## config.mk

```make
export PLATFORM = sky130hd
export DESIGN_NAME = bist_controller
export DESIGN_NICKNAME = d
export VERILOG_FILES = /design/src/rtl/bist_pkg.sv /design/src/rtl/bist_counter.sv /design/src/rtl/bist_controller.sv
export SDC_FILE = /design/constraint.sdc
export NUM_CORES = 1
export LEC_CHECK = 0
export CORE_UTILIZATION = 40
export CTS_CLUSTER_DIAMETER = 80
export CTS_CLUSTER_SIZE = 24
export DETAILED_ROUTE_END_ITERATION = 8
export PLACE_DENSITY = 0.69
export SLEW_MARGIN = 0
export SYNTH_ARGS = -nofsm -noshare
export SYNTH_HDL_FRONTEND = slang
export SYNTH_SLANG_ARGS = --single-unit
```

## constraint.sdc

```tcl
create_clock -name CLK -period 2.35 [get_ports CLK]
set_input_delay 0.47 -clock CLK [delete_from_list [all_inputs] [get_ports CLK]]
set_output_delay 0.47 -clock CLK [all_outputs]
set_load 0.01 [all_outputs]
```

## src/rtl/bist_pkg.sv

```systemverilog
// Shared definitions for the logic-BIST block set (controller, LFSR, MISR).
//
// Contents:
//   bist_state_e    - controller FSM state encoding
//   BIST_SIG_W      - default MISR signature width
//   BIST_CNT_W      - default controller counter width
//   BIST_GOLDEN_SIG - default fault-free signature
package bist_pkg;

    localparam int BIST_SIG_W = 21;
    localparam int BIST_CNT_W = 16;
    localparam logic [BIST_SIG_W-1:0] BIST_GOLDEN_SIG = 21'h000000;

    typedef enum logic [2:0] {
        IDLE    = 3'd0,
        INIT    = 3'd1,
        RUN     = 3'd2,
        DRAIN   = 3'd3,
        COMPARE = 3'd4,
        DONE    = 3'd5
    } bist_state_e;

endpackage

```

## src/rtl/bist_counter.sv

```systemverilog
// Loadable down-counter shared by the RUN and DRAIN phases of the BIST
// controller. Load has priority over decrement; decrement saturates at zero.
//
// Ports:
//   clk_i      - clock, rising edge
//   rst_i      - synchronous active-high reset, clears the count
//   load_i     - load load_val_i into the count
//   load_val_i - value to load
//   dec_i      - decrement the count by one
//   count_o    - current count
//   zero_o     - count is zero
module bist_counter #(
    parameter int CNT_W = 16
) (
    input  logic             clk_i,
    input  logic             rst_i,
    input  logic             load_i,
    input  logic [CNT_W-1:0] load_val_i,
    input  logic             dec_i,
    output logic [CNT_W-1:0] count_o,
    output logic             zero_o
);

    logic [CNT_W-1:0] count_q;
    logic [CNT_W-1:0] count_d;

    always_comb begin
        count_d = count_q;
        if (load_i) begin
            count_d = load_val_i;
        end else if (dec_i && (count_q != '0)) begin
            count_d = count_q - CNT_W'(1);
        end
    end

    always_ff @(posedge clk_i) begin
        if (rst_i) begin
            count_q <= '0;
        end else begin
            count_q <= count_d;
        end
    end

    assign count_o = count_q;
    assign zero_o  = (count_q == '0);

endmodule

```

## src/rtl/bist_controller.sv

```systemverilog
// Logic-BIST session sequencer. Seeds the pattern LFSR, clears the MISR,
// runs N_PATTERNS pattern cycles, lets the MISR absorb DRAIN_CYCLES more
// responses, then freezes the MISR and compares its signature to GOLDEN_SIG.
//
// Control protocol: bist_start is a level sampled only in IDLE or DONE
// (ignored, not queued, while busy). done is the result-valid flag; pass and
// fail are only meaningful while done=1 and are both 0 otherwise. bist_abort
// returns a busy session to IDLE on the next edge and beats both start and
// phase completion; it is ignored in IDLE and DONE.
//
// Ports:
//   CLK, RST    - clock and synchronous active-high reset
//   bist_start  - start request
//   bist_abort  - abort the current session
//   signature   - MISR output
//   lfsr_load   - one-cycle LFSR seed load pulse
//   lfsr_en     - LFSR advance enable
//   misr_clear  - one-cycle MISR clear pulse
//   bist_end    - MISR hold (1) / absorb (0)
//   test_mode   - CUT input mux selects LFSR patterns
//   busy        - session in progress (INIT..COMPARE)
//   done        - result valid
//   pass, fail  - comparison result, valid while done=1
//   dbg_state   - current FSM state, for observation only
//
// Every output is decoded from registered state or is a register, so there is
// no combinational path from any input to any output.
module bist_controller
    import bist_pkg::*;
#(
    parameter int              N_PATTERNS   = 1000,
    parameter int              DRAIN_CYCLES = 2,
    parameter int              SIG_W        = BIST_SIG_W,
    parameter logic [SIG_W-1:0] GOLDEN_SIG  = SIG_W'(BIST_GOLDEN_SIG),
    parameter int              CNT_W        = BIST_CNT_W
) (
    input  logic             CLK,
    input  logic             RST,
    input  logic             bist_start,
    input  logic             bist_abort,
    input  logic [SIG_W-1:0] signature,
    output logic             lfsr_load,
    output logic             lfsr_en,
    output logic             misr_clear,
    output logic             bist_end,
    output logic             test_mode,
    output logic             busy,
    output logic             done,
    output logic             pass,
    output logic             fail,
    output bist_state_e      dbg_state
);

    // Counter preload values: a phase of L cycles counts L-1 down to 0.
    localparam logic [CNT_W-1:0] RUN_LOAD   = CNT_W'(N_PATTERNS - 1);
    localparam logic [CNT_W-1:0] DRAIN_LOAD =
        (DRAIN_CYCLES > 0) ? CNT_W'(DRAIN_CYCLES - 1) : '0;

    bist_state_e      state_q, state_d;
    logic             pass_q, pass_d;
    logic             fail_q, fail_d;

    logic             cnt_load;
    logic [CNT_W-1:0] cnt_load_val;
    logic             cnt_dec;
    logic [CNT_W-1:0] cnt_value;
    logic             cnt_zero;
    logic             in_session;

    bist_counter #(
        .CNT_W (CNT_W)
    ) u_counter (
        .clk_i      (CLK),
        .rst_i      (RST),
        .load_i     (cnt_load),
        .load_val_i (cnt_load_val),
        .dec_i      (cnt_dec),
        .count_o    (cnt_value),
        .zero_o     (cnt_zero)
    );

    assign in_session = (state_q == INIT) || (state_q == RUN) ||
                        (state_q == DRAIN) || (state_q == COMPARE);

    // Next-state, counter control and result registers.
    always_comb begin
        state_d      = state_q;
        pass_d       = pass_q;
        fail_d       = fail_q;
        cnt_load     = 1'b0;
        cnt_load_val = '0;
        cnt_dec      = 1'b0;

        unique case (state_q)
            IDLE: begin
                if (bist_start) begin
                    state_d = INIT;
                end
            end
            INIT: begin
                cnt_load     = 1'b1;
                cnt_load_val = RUN_LOAD;
                state_d      = RUN;
            end
            RUN: begin
                if (cnt_zero) begin
                    if (DRAIN_CYCLES == 0) begin
                        state_d = COMPARE;
                    end else begin
                        cnt_load     = 1'b1;
                        cnt_load_val = DRAIN_LOAD;
                        state_d      = DRAIN;
                    end
                end else begin
                    cnt_dec = 1'b1;
                end
            end
            DRAIN: begin
                if (cnt_zero) begin
                    state_d = COMPARE;
                end else begin
                    cnt_dec = 1'b1;
                end
            end
            COMPARE: begin
                pass_d  = (signature == GOLDEN_SIG);
                fail_d  = (signature != GOLDEN_SIG);
                state_d = DONE;
            end
            DONE: begin
                // Restart drops the old result on the same edge it enters INIT.
                if (bist_start) begin
                    pass_d  = 1'b0;
                    fail_d  = 1'b0;
                    state_d = INIT;
                end
            end
            default: begin
                state_d = IDLE;
            end
        endcase

        // Abort overrides whatever the active phase decided.
        if (bist_abort && in_session) begin
            state_d  = IDLE;
            pass_d   = 1'b0;
            fail_d   = 1'b0;
            cnt_load = 1'b0;
            cnt_dec  = 1'b0;
        end
    end

    always_ff @(posedge CLK) begin
        if (RST) begin
            state_q <= IDLE;
            pass_q  <= 1'b0;
            fail_q  <= 1'b0;
        end else begin
            state_q <= state_d;
            pass_q  <= pass_d;
            fail_q  <= fail_d;
        end
    end

    // Output decode from the registered state.
    always_comb begin
        lfsr_load  = 1'b0;
        lfsr_en    = 1'b0;
        misr_clear = 1'b0;
        bist_end   = 1'b1;
        test_mode  = 1'b0;
        busy       = 1'b0;
        done       = 1'b0;

        unique case (state_q)
            IDLE: begin
            end
            INIT: begin
                lfsr_load  = 1'b1;
                misr_clear = 1'b1;
                test_mode  = 1'b1;
                busy       = 1'b1;
            end
            RUN: begin
                lfsr_en   = 1'b1;
                bist_end  = 1'b0;
                test_mode = 1'b1;
                busy      = 1'b1;
            end
            DRAIN: begin
                bist_end  = 1'b0;
                test_mode = 1'b1;
                busy      = 1'b1;
            end
            COMPARE: begin
                busy = 1'b1;
            end
            DONE: begin
                done = 1'b1;
            end
            default: begin
            end
        endcase
    end

    assign pass      = pass_q;
    assign fail      = fail_q;
    assign dbg_state = state_q;

endmodule
```

* Word-level counts from Yosys, hierarchy flattened
Index checks and enable logic that the tools add are counted.
** Cells by class
- Add/subtract/negate cells :: 1
- Equal/unequal tests :: 9
- Mux-type cells :: 23
- Reductions and logical operators :: 19
** Operators with widths (count)
- 16-bit two-way mux :: 2
- 21-bit zero test :: 1
- 21-bit nonzero test :: 1
- 10-bit one-hot mux with 2 select lines :: 1
- 16-bit zero test :: 1
- 16-bit nonzero test :: 1
- 16-bit by 1-bit subtractor with 16-bit output, second input constant :: 1
- 3-bit one-hot mux with 5 select lines :: 1
- 1-bit two-way mux :: 13
- 3-bit two-way mux :: 3
- 3-bit by 2-bit == test with 1-bit output, second input constant :: 2
- 3-bit == test, second input constant :: 2
- 2-bit inequality test, second input constant :: 3
- 1-bit one-hot mux with 2 select lines :: 3
- 2-bit OR reduction :: 3
- 2-bit nonzero test :: 2
- 4-bit OR reduction :: 1
- 3-bit by 1-bit == test with 1-bit output, second input constant :: 1
- 3-bit zero test :: 1
- 1-bit logical OR :: 3
- 3-bit AND reduction :: 1
- 3-bit OR reduction :: 1
- 1-bit logical AND :: 2
- 2-bit by 1-bit inequality test with 1-bit output, second input constant :: 1
- 2-bit AND reduction :: 1
** Storage, ports and cells
- Flip-flop bits (word level) :: 21
- Bits of input ports :: 25
- Word-level logic and storage cells :: 56

* Logic depth before layout (Yosys ltp)
Gate-level depths: netlist of the first run.
- Word-level depth :: 9
- Depth in mapped cells :: 8

* Modules after synthesis
Synthesis of the first run repeated with hierarchy kept, for this count alone.
** Unflattened totals
- Cell total of the unflattened synthesis :: 164
- Area, all modules :: 1340.0 um^2
** By module, submodules not included
- bist_counter :: instances 1, cells each 114, area each 944.7 um^2, sequential area each 320.3 um^2
- bist_controller :: instances 1, cells each 50, area each 395.4 um^2, sequential area each 100.1 um^2

* Worst setup path before layout of the first run
OpenSTA, ideal clock, no wires.
- Kind :: register -> register
- From :: reg u_counter.count_q[2] (netlist: u_counter.count_o[2])
- To :: reg u_counter.count_q[7] (netlist: u_counter.count_o[7])
- Data arrival time :: 1.824 ns
- Slack :: 0.440 ns
- Cell stages (with the launch flop) :: 7
- Buffers on the path :: 1
- Clock period less this slack :: 1.910 ns
- Cell sequence :: dfxtp_1 > nor4_4 > nand4_4 > a2111oi_4 > buf_6 > o22ai_1 > a221oi_2
** Between the ends
- Word-level cells in the longest chain between the ends :: 6
- Elaborated cells on any way between the ends :: 13
- Classes of those cells :: add/sub (1); mux (8); reduce/logical (4)
** Ends and longest elaborated chain
- start, declared :: RTL line bist_counter.sv:24 : logic [CNT_W-1:0] count_q;
- start signal, assigned :: RTL line bist_counter.sv:40 : count_q <= count_d;
- parallel branches: the longest is 6 deep, another holds 16-bit by 1-bit subtractor with 16-bit output
Several ways; the timed one is not identified. The select of a mux whose other input is x is not followed.
A chain may end at the register's enable or synchronous reset.

* Worst setup path in the final report of the first run
- From :: reg state_q[1] (netlist: dbg_state[1])
- To :: out busy
** Between the ends
- Word-level cells in the longest chain between the ends :: 3
- Elaborated cells on any way between the ends :: 6
- Classes of those cells :: eq/ne (4); mux (1); reduce/logical (1)
** Ends and longest elaborated chain
- start, declared :: RTL line bist_controller.sv:59 : bist_state_e state_q, state_d;
- start signal, assigned :: RTL line bist_controller.sv:159 : state_q <= state_d;
- 3-bit by 1-bit == test with 1-bit output (tied with other cells) :: RTL line bist_controller.sv:175 : unique case (state_q)
- 4-bit OR reduction (no line) (*)
- 1-bit two-way mux (*) :: RTL line bist_controller.sv:175
- end, declared :: RTL line bist_controller.sv:47 : output logic busy,
Mark *: on every way between the ends. The rest lies on a longest branch, timed or not.

==> results of run 1 <==
==> stage by stage <==
step,area [um2],power [W],hold WS (ps),std cells
floorplan,1310,0.00161,494,150
global placement,1730,0.00194,477,228
detailed placement,1730,0.00200,484,228
CTS,1760,0.00219,527,232
global route,1770,0.00236,559,232
finish,1770,0.00219,519,232
==> worst max-delay path by stage <==
stage | to | startpoint
after detailed placement | u_counter.count_o[15] | bist_abort
after CTS | busy | dbg_state[1]
final | busy | dbg_state[1]
after global placement | u_counter.count_o[15] | bist_abort
after floorplan | u_counter.count_o[7] | u_counter.count_o[2]
after global routing | busy | dbg_state[1]
==> timing repair <==
action	in CTS	in global routing
setup buffers	0	0
setup endpoints to repair	0	4
hold endpoints to repair	0	0
gates resized for setup	0	4
==> tightest hold or removal path, cell delays in order (launching register included) <==
cell and delay (ps):
dfxtp_1 360, a2bb2oi_1 60, nor2_1 70
==> logic make-up after synthesis <==
group,after synthesis
AO/OA/AOI/OAI,27
XOR/XNOR,12
adder cells (fa/ha/maj),2
buffers and inverters,15
flip-flops,21
AND/OR/NAND/NOR,73
==> layer usage <==
layer / vias to the layer above / wire length [um] / track usage / part of all wire
met1: 620 / 1360 / 0.230 / 0.43
li1: 632 / - / - / -
met2: 37 / 1550 / 0.335 / 0.49
met3: 6 / 160 / 0.0546 / 0.051
met4: 0 / 65 / 0.122 / 0.021
met5: - / 0 / 0 / 0
==> cells in the mapped netlist (3+ instances only) <==
cell      instances
nand2_1           8
and4_1            3
a211oi_1          5
xnor2_1           7
nand3_1           3
nor4_4            3
xor2_1            5
dfxtp_1          21
nor3_1            9
clkbuf_1          4
or3_1             3
nor4_1            6
nand4_1           3
nor2_1           22
inv_1             6
==> cell type report <==
| class | count | area (um2) |
|---|---|---|
| Fill cell | 299 | 1310 |
| Tap cell | 44 | 55.1 |
| Multi-Input combinational cell | 114 | 823 |
| Clock inverter | 1 | 7.51 |
| Inverter | 6 | 22.5 |
| Timing Repair Buffer | 43 | 413 |
| Clock buffer | 3 | 22.5 |
| Sequential cell | 21 | 424 |
==> power breakdown <==
part           switching, W  internal [W]  total, W
Combinational      0.000744      0.000655   0.00140
Clock              0.000125     0.0000652  0.000190
Sequential         0.000153      0.000451  0.000604
Total               0.00102       0.00117   0.00219
==> registers in the layout (all words and copies together) (netlist names) <==
| name | flops |
|---|---|
| pass | 1 |
| u_counter.count_o | 16 |
| dbg_state | 3 |
| fail | 1 |
==> impl_metrics.yaml, run 1 <==
worst_setup_path:
  r2r.worst_path.cells: 8
  crit_path_max_incr_delay_ps: 580
  r2r-start: "u_counter.count_o[0]"
  crit_buf_inv: 1
  rrSetupSlack_ps: 210
  cp_max_fo: 10
  required_ps: 1880
  setup.worst_path.start_class: "register"
  crit_type: "register to output pin"
  r2r_end: "u_counter.count_o[9]"
  cp.arrival_ps: 1730
  cp_top_family: "buffers and inverters"
  cp_slowest_cell: "clkdlybuf4s50_1"
  crit_path_cell_trace: "nor2_2, xnor2_1, clkdlybuf4s50_1"
  crit_cells: 3
  crit_path_end_kind: "output pin"
detailed_routing:
  drt-wirelength-per-cell_um: 13.5
  wl_um: 3130
  drt_drc_violations_left: 0
  viasPerCell: 5.58
  dr.pass1.iters: 3
  vias: 1295
  ant_nets: 0
  drtIter0Drc: 33
logic_synthesis:
  yosysTopAreaCell: "dfxtp_1"
  synth_fa_ha_area_frac: 0.0191
  synth_cells: 150
  yosys_warnings: 0
  ys_seq_area_frac: 0.321
  synth_cell_types: 44
  synth.area.mux_share: 0
  synth_edf_count: 0
  netlist_top_cells_area: "dfxtp_1, nor2_1, nor4_4"
  synth_seq_cells: 21
  syn-cell-area_um2: 1310
  ys_dominant_reg_cell: "dfxtp_1"
  syn_nets: 177
  synth_top_family_by_area: "simple AND/OR/NAND/NOR gates"
  async_flop_share: 0
  synth_compound_area_frac: 0.185
  netlist.area_leader.share: 0.321
  synth.avg_cell_area_um2: 8.74
  yosys.area_share.xor_xnor: 0.0802
  yosys.area_share.simple: 0.342
clock_network:
  clock_sinks: 21
  cts_htree_levels: 1
  numCtsBuffers: 3
  cts_hold_buf: 0
  cts_tree: "yes"
  clock_latency_ps: 330
  cts.path.max_buffers: 2
  cts.clk_slew.worst_paths_ps: 140
  cts-root-buf: "clkbuf_4"
cells_and_area:
  nets: 216
  fin_util: 0.574
  layout_common_cells: "clkdlybuf4s50_1, nor2_1, dfxtp_1, nor3_1, nand2_1"
  final_common_cell: "clkdlybuf4s50_1"
  area_delta_synth_final_pct: 34.8
  diodes: 0
  drive_gt1_frac: 0.144
floorplanning:
  die_y_um: 59.3
  io_pins: 37
  die_area_um2: 3510
  chipWidth_um: 59.3
  core_um2: 3080
  initial_utilization: 0.426
  row_count: 20
global_route:
  grt_usage: 0.202
  antenna_found_initial: 0
  grt_overflow: 0
  grt_pass1_vias: 1295
  grt_max_degree: 14
  grt_pass1_wl_um: 5280
timing:
  worst_pin_slew_ps: 400
  setup_ws_ps: 152
  relSlewSlack: 0.732
  fin_tns_setup_ps: 0
  finalHoldViolCount: 0
  rsz0062_at_grt: "false"
  fmaxAchievable_ghz: 0.455
  slew_viol_final: 0
  fin_crit_ps: 2200
  fin_skew_ps: 18.9
  min_period_over_period: 0.935
  report.final.setup_viol: 0
power_and_ir_drop:
  ir_drop_mv: 0.507
  p_per_area_nw_per_um2: 1240
  power_leakage_nw: 0.636
place:
  port_buffers: 36
  globalplace.congestion: 0.776
  pre_cts_slack_ps: 116
  hpwlAfterDp_um: 2480
outcome:
  outcome: "finished clean"
job:
  max_cap_violations: 0
worst_hold_path:
  holdPathEnd: "fail"
  min_from: "fail"
  min_path_cells: 2
  min_path_type: "register to register"
(Power assumes the default switching activity.)
==> run 2, diff against run 1 <==
- DONT_BUFFER_PORTS: default -> 1
- PLACE_DENSITY: 0.69 -> default
- PLACE_DENSITY_LB_ADDON: default -> 0.2
==> run 2 against run 1 <==
  * Critical path type is now register to register
  * Count of clock-buffer cells in the layout unchanged
  * Critical endpoint is now u_counter.count_o[9]
  * Sequential share of layout area increased by 6.2 points
  * Sequential power decreased by 3%
  * Non-clock buffer count decreased by 37
  * Clock power about the same
  * Total power decreased by 6.9%
  * Die area unchanged
  * Worst setup slack improved by 1.0 ps
  * First-iteration DRC count increased by 82%
==> impl_metrics.yaml, run 2 (synthesis gave the netlist of run 1 again) <==
outcome:
  outcome: "finished clean"
worst_setup_path:
  crit_path_end_kind: "register"
  crit_path_cell_trace: "nor4_4, nand4_4, a2111oi_4, buf_4, o22ai_1, a221oi_2"
  cp_slowest_cell: "nor4_4"
  cp.arrival_ps: 2440
  required_ps: 2590
  crit_buf_inv: 1
  cp_top_family: "compound AO/OA/AOI/OAI gates"
  crit_type: "register to register"
  setup.worst_path.start_class: "register"
  crit_path_max_incr_delay_ps: 470
  cp_max_fo: 12
place:
  globalplace.congestion: 0.802
  hpwlAfterDp_um: 2220
  port_buffers: 0
  placed_cells: 191
global_route:
  grt_pass1_wl_um: 4830
  grt_pass1_vias: 1089
  grt_overflow: 0
  grt_max_degree: 16
  grt_usage: 0.183
  antenna_found_initial: 0
power_and_ir_drop:
  ir_drop_mv: 0.604
  power_leakage_nw: 0.496
  p_per_area_nw_per_um2: 1460
  switching_share: 0.495
  p_clk_frac: 0.092
  pwr-share-comb: 0.621
  p_int_w: 0.00103
  pwr-share-seq: 0.287
  switching_power_w: 0.00101
cells_and_area:
  area_delta_synth_final_pct: 6.30
  drive_gt1_frac: 0.152
  layout_common_cells: "nor2_1, dfxtp_1, nor3_1, nand2_1, xnor2_1"
  multi_input_area_um2: 823
  largest_reg_flops: 16
  register_area_um2: 420
  n_fill_cell: 308
  diodes: 0
  fin_cells: 195
  nets: 179
  fin_util: 0.453
timing:
  fin_skew_ps: 11.2
  worst_pin_slew_ps: 485
  report.final.setup_viol: 0
  fmaxAchievable_ghz: 0.455
  min_period_over_period: 0.935
  fin_crit_ps: 2200
  fin_tns_setup_ps: 0
  slew_viol_final: 0
  rsz0062_at_grt: "false"
  relSlewSlack: 0.674
  finalHoldViolCount: 0
detailed_routing:
  viasPerCell: 5.76
  wl_um: 2920
  drt-wirelength-per-cell_um: 15.0
  vias: 1123
  drtIter0Drc: 60
  dr.pass1.iters: 4
  drt_drc_violations_left: 0
  ant_nets: 0
clock_network:
  clock_sinks: 21
  clock_latency_ps: 320
  cts.clk_slew.worst_paths_ps: 140
  cts_hold_buf: 0
  cts_tree: "yes"
  cts.path.max_buffers: 2
  cts_htree_levels: 1
  numCtsBuffers: 3
  cts-root-buf: "clkbuf_4"
worst_hold_path:
  min_path_type: "primary input to register"
floorplanning:
  core_um2: 3080
  initial_utilization: 0.426
  die_area_um2: 3510
  chipWidth_um: 59.3
  io_pins: 37
  die_y_um: 59.3
  row_count: 20
job:
  max_cap_violations: 0
-- run 2: metrics by stage --
step / power [W] / hold WS, ps / setup WS, ps / area, um2
floorplan: 0.00161 / 494 / 440 / 1310
global placement: 0.00180 / 500 / 274 / 1360
detailed placement: 0.00185 / 529 / 150 / 1360
CTS: 0.00204 / 184 / 115 / 1390
global route: 0.00221 / 165 / 14.3 / 1390
finish: 0.00204 / 191 / 153 / 1390
-- run 2: what timing repair did --
item                                    4_1_cts  5_1_grt
buffers inserted                              0        0
endpoints found under the setup margin        0        2
endpoints found under the hold margin         0        0
gates resized for setup                       0        1
-- run 2: power groups by stage --
| stage | Combinational, W | Clock (W) | Sequential (W) |
|---|---|---|---|
| after floorplan | 0.00104 | 0 | 0.000569 |
| after global placement | 0.00122 | 0 | 0.000586 |
| after detailed placement | 0.00126 | 0 | 0.000592 |
| after CTS | 0.00127 | 0.000196 | 0.000583 |
| after global routing | 0.00140 | 0.000211 | 0.000596 |
| final | 0.00127 | 0.000189 | 0.000585 |
-- run 2: worst paths after layout --
path / endpoint / startpoint / slack (ps) / cells after the start
worst max-delay path: u_counter.count_o[9] / u_counter.count_o[6] / 150 / 6
worst min-delay path: u_counter.count_o[7] / RST / 190 / 1
worst max register to register: u_counter.count_o[9] / u_counter.count_o[6] / 150 / 6
worst min register to register: u_counter.count_o[9] / u_counter.count_o[9] / 540 / 2
-- run 2: layer usage --
layer,GRT usage,vias to the layer above,part of all wire
li1,-,554,-
met1,0.221,539,0.45
met2,0.313,26,0.49
met3,0.0568,4,0.044
met4,0.0476,0,0.0086
met5,0,-,0
-- run 2: area by class of cell --
| type | count | area share |
|---|---|---|
| multi-input cells | 114 | 0.591 |
| flip-flops and latches | 21 | 0.302 |
| well taps | 44 | 0.0395 |
| repair buffers | 6 | 0.0323 |
| clock buffers | 3 | 0.0162 |
| inverters | 6 | 0.0162 |
| clock inverters | 1 | 0.00359 |
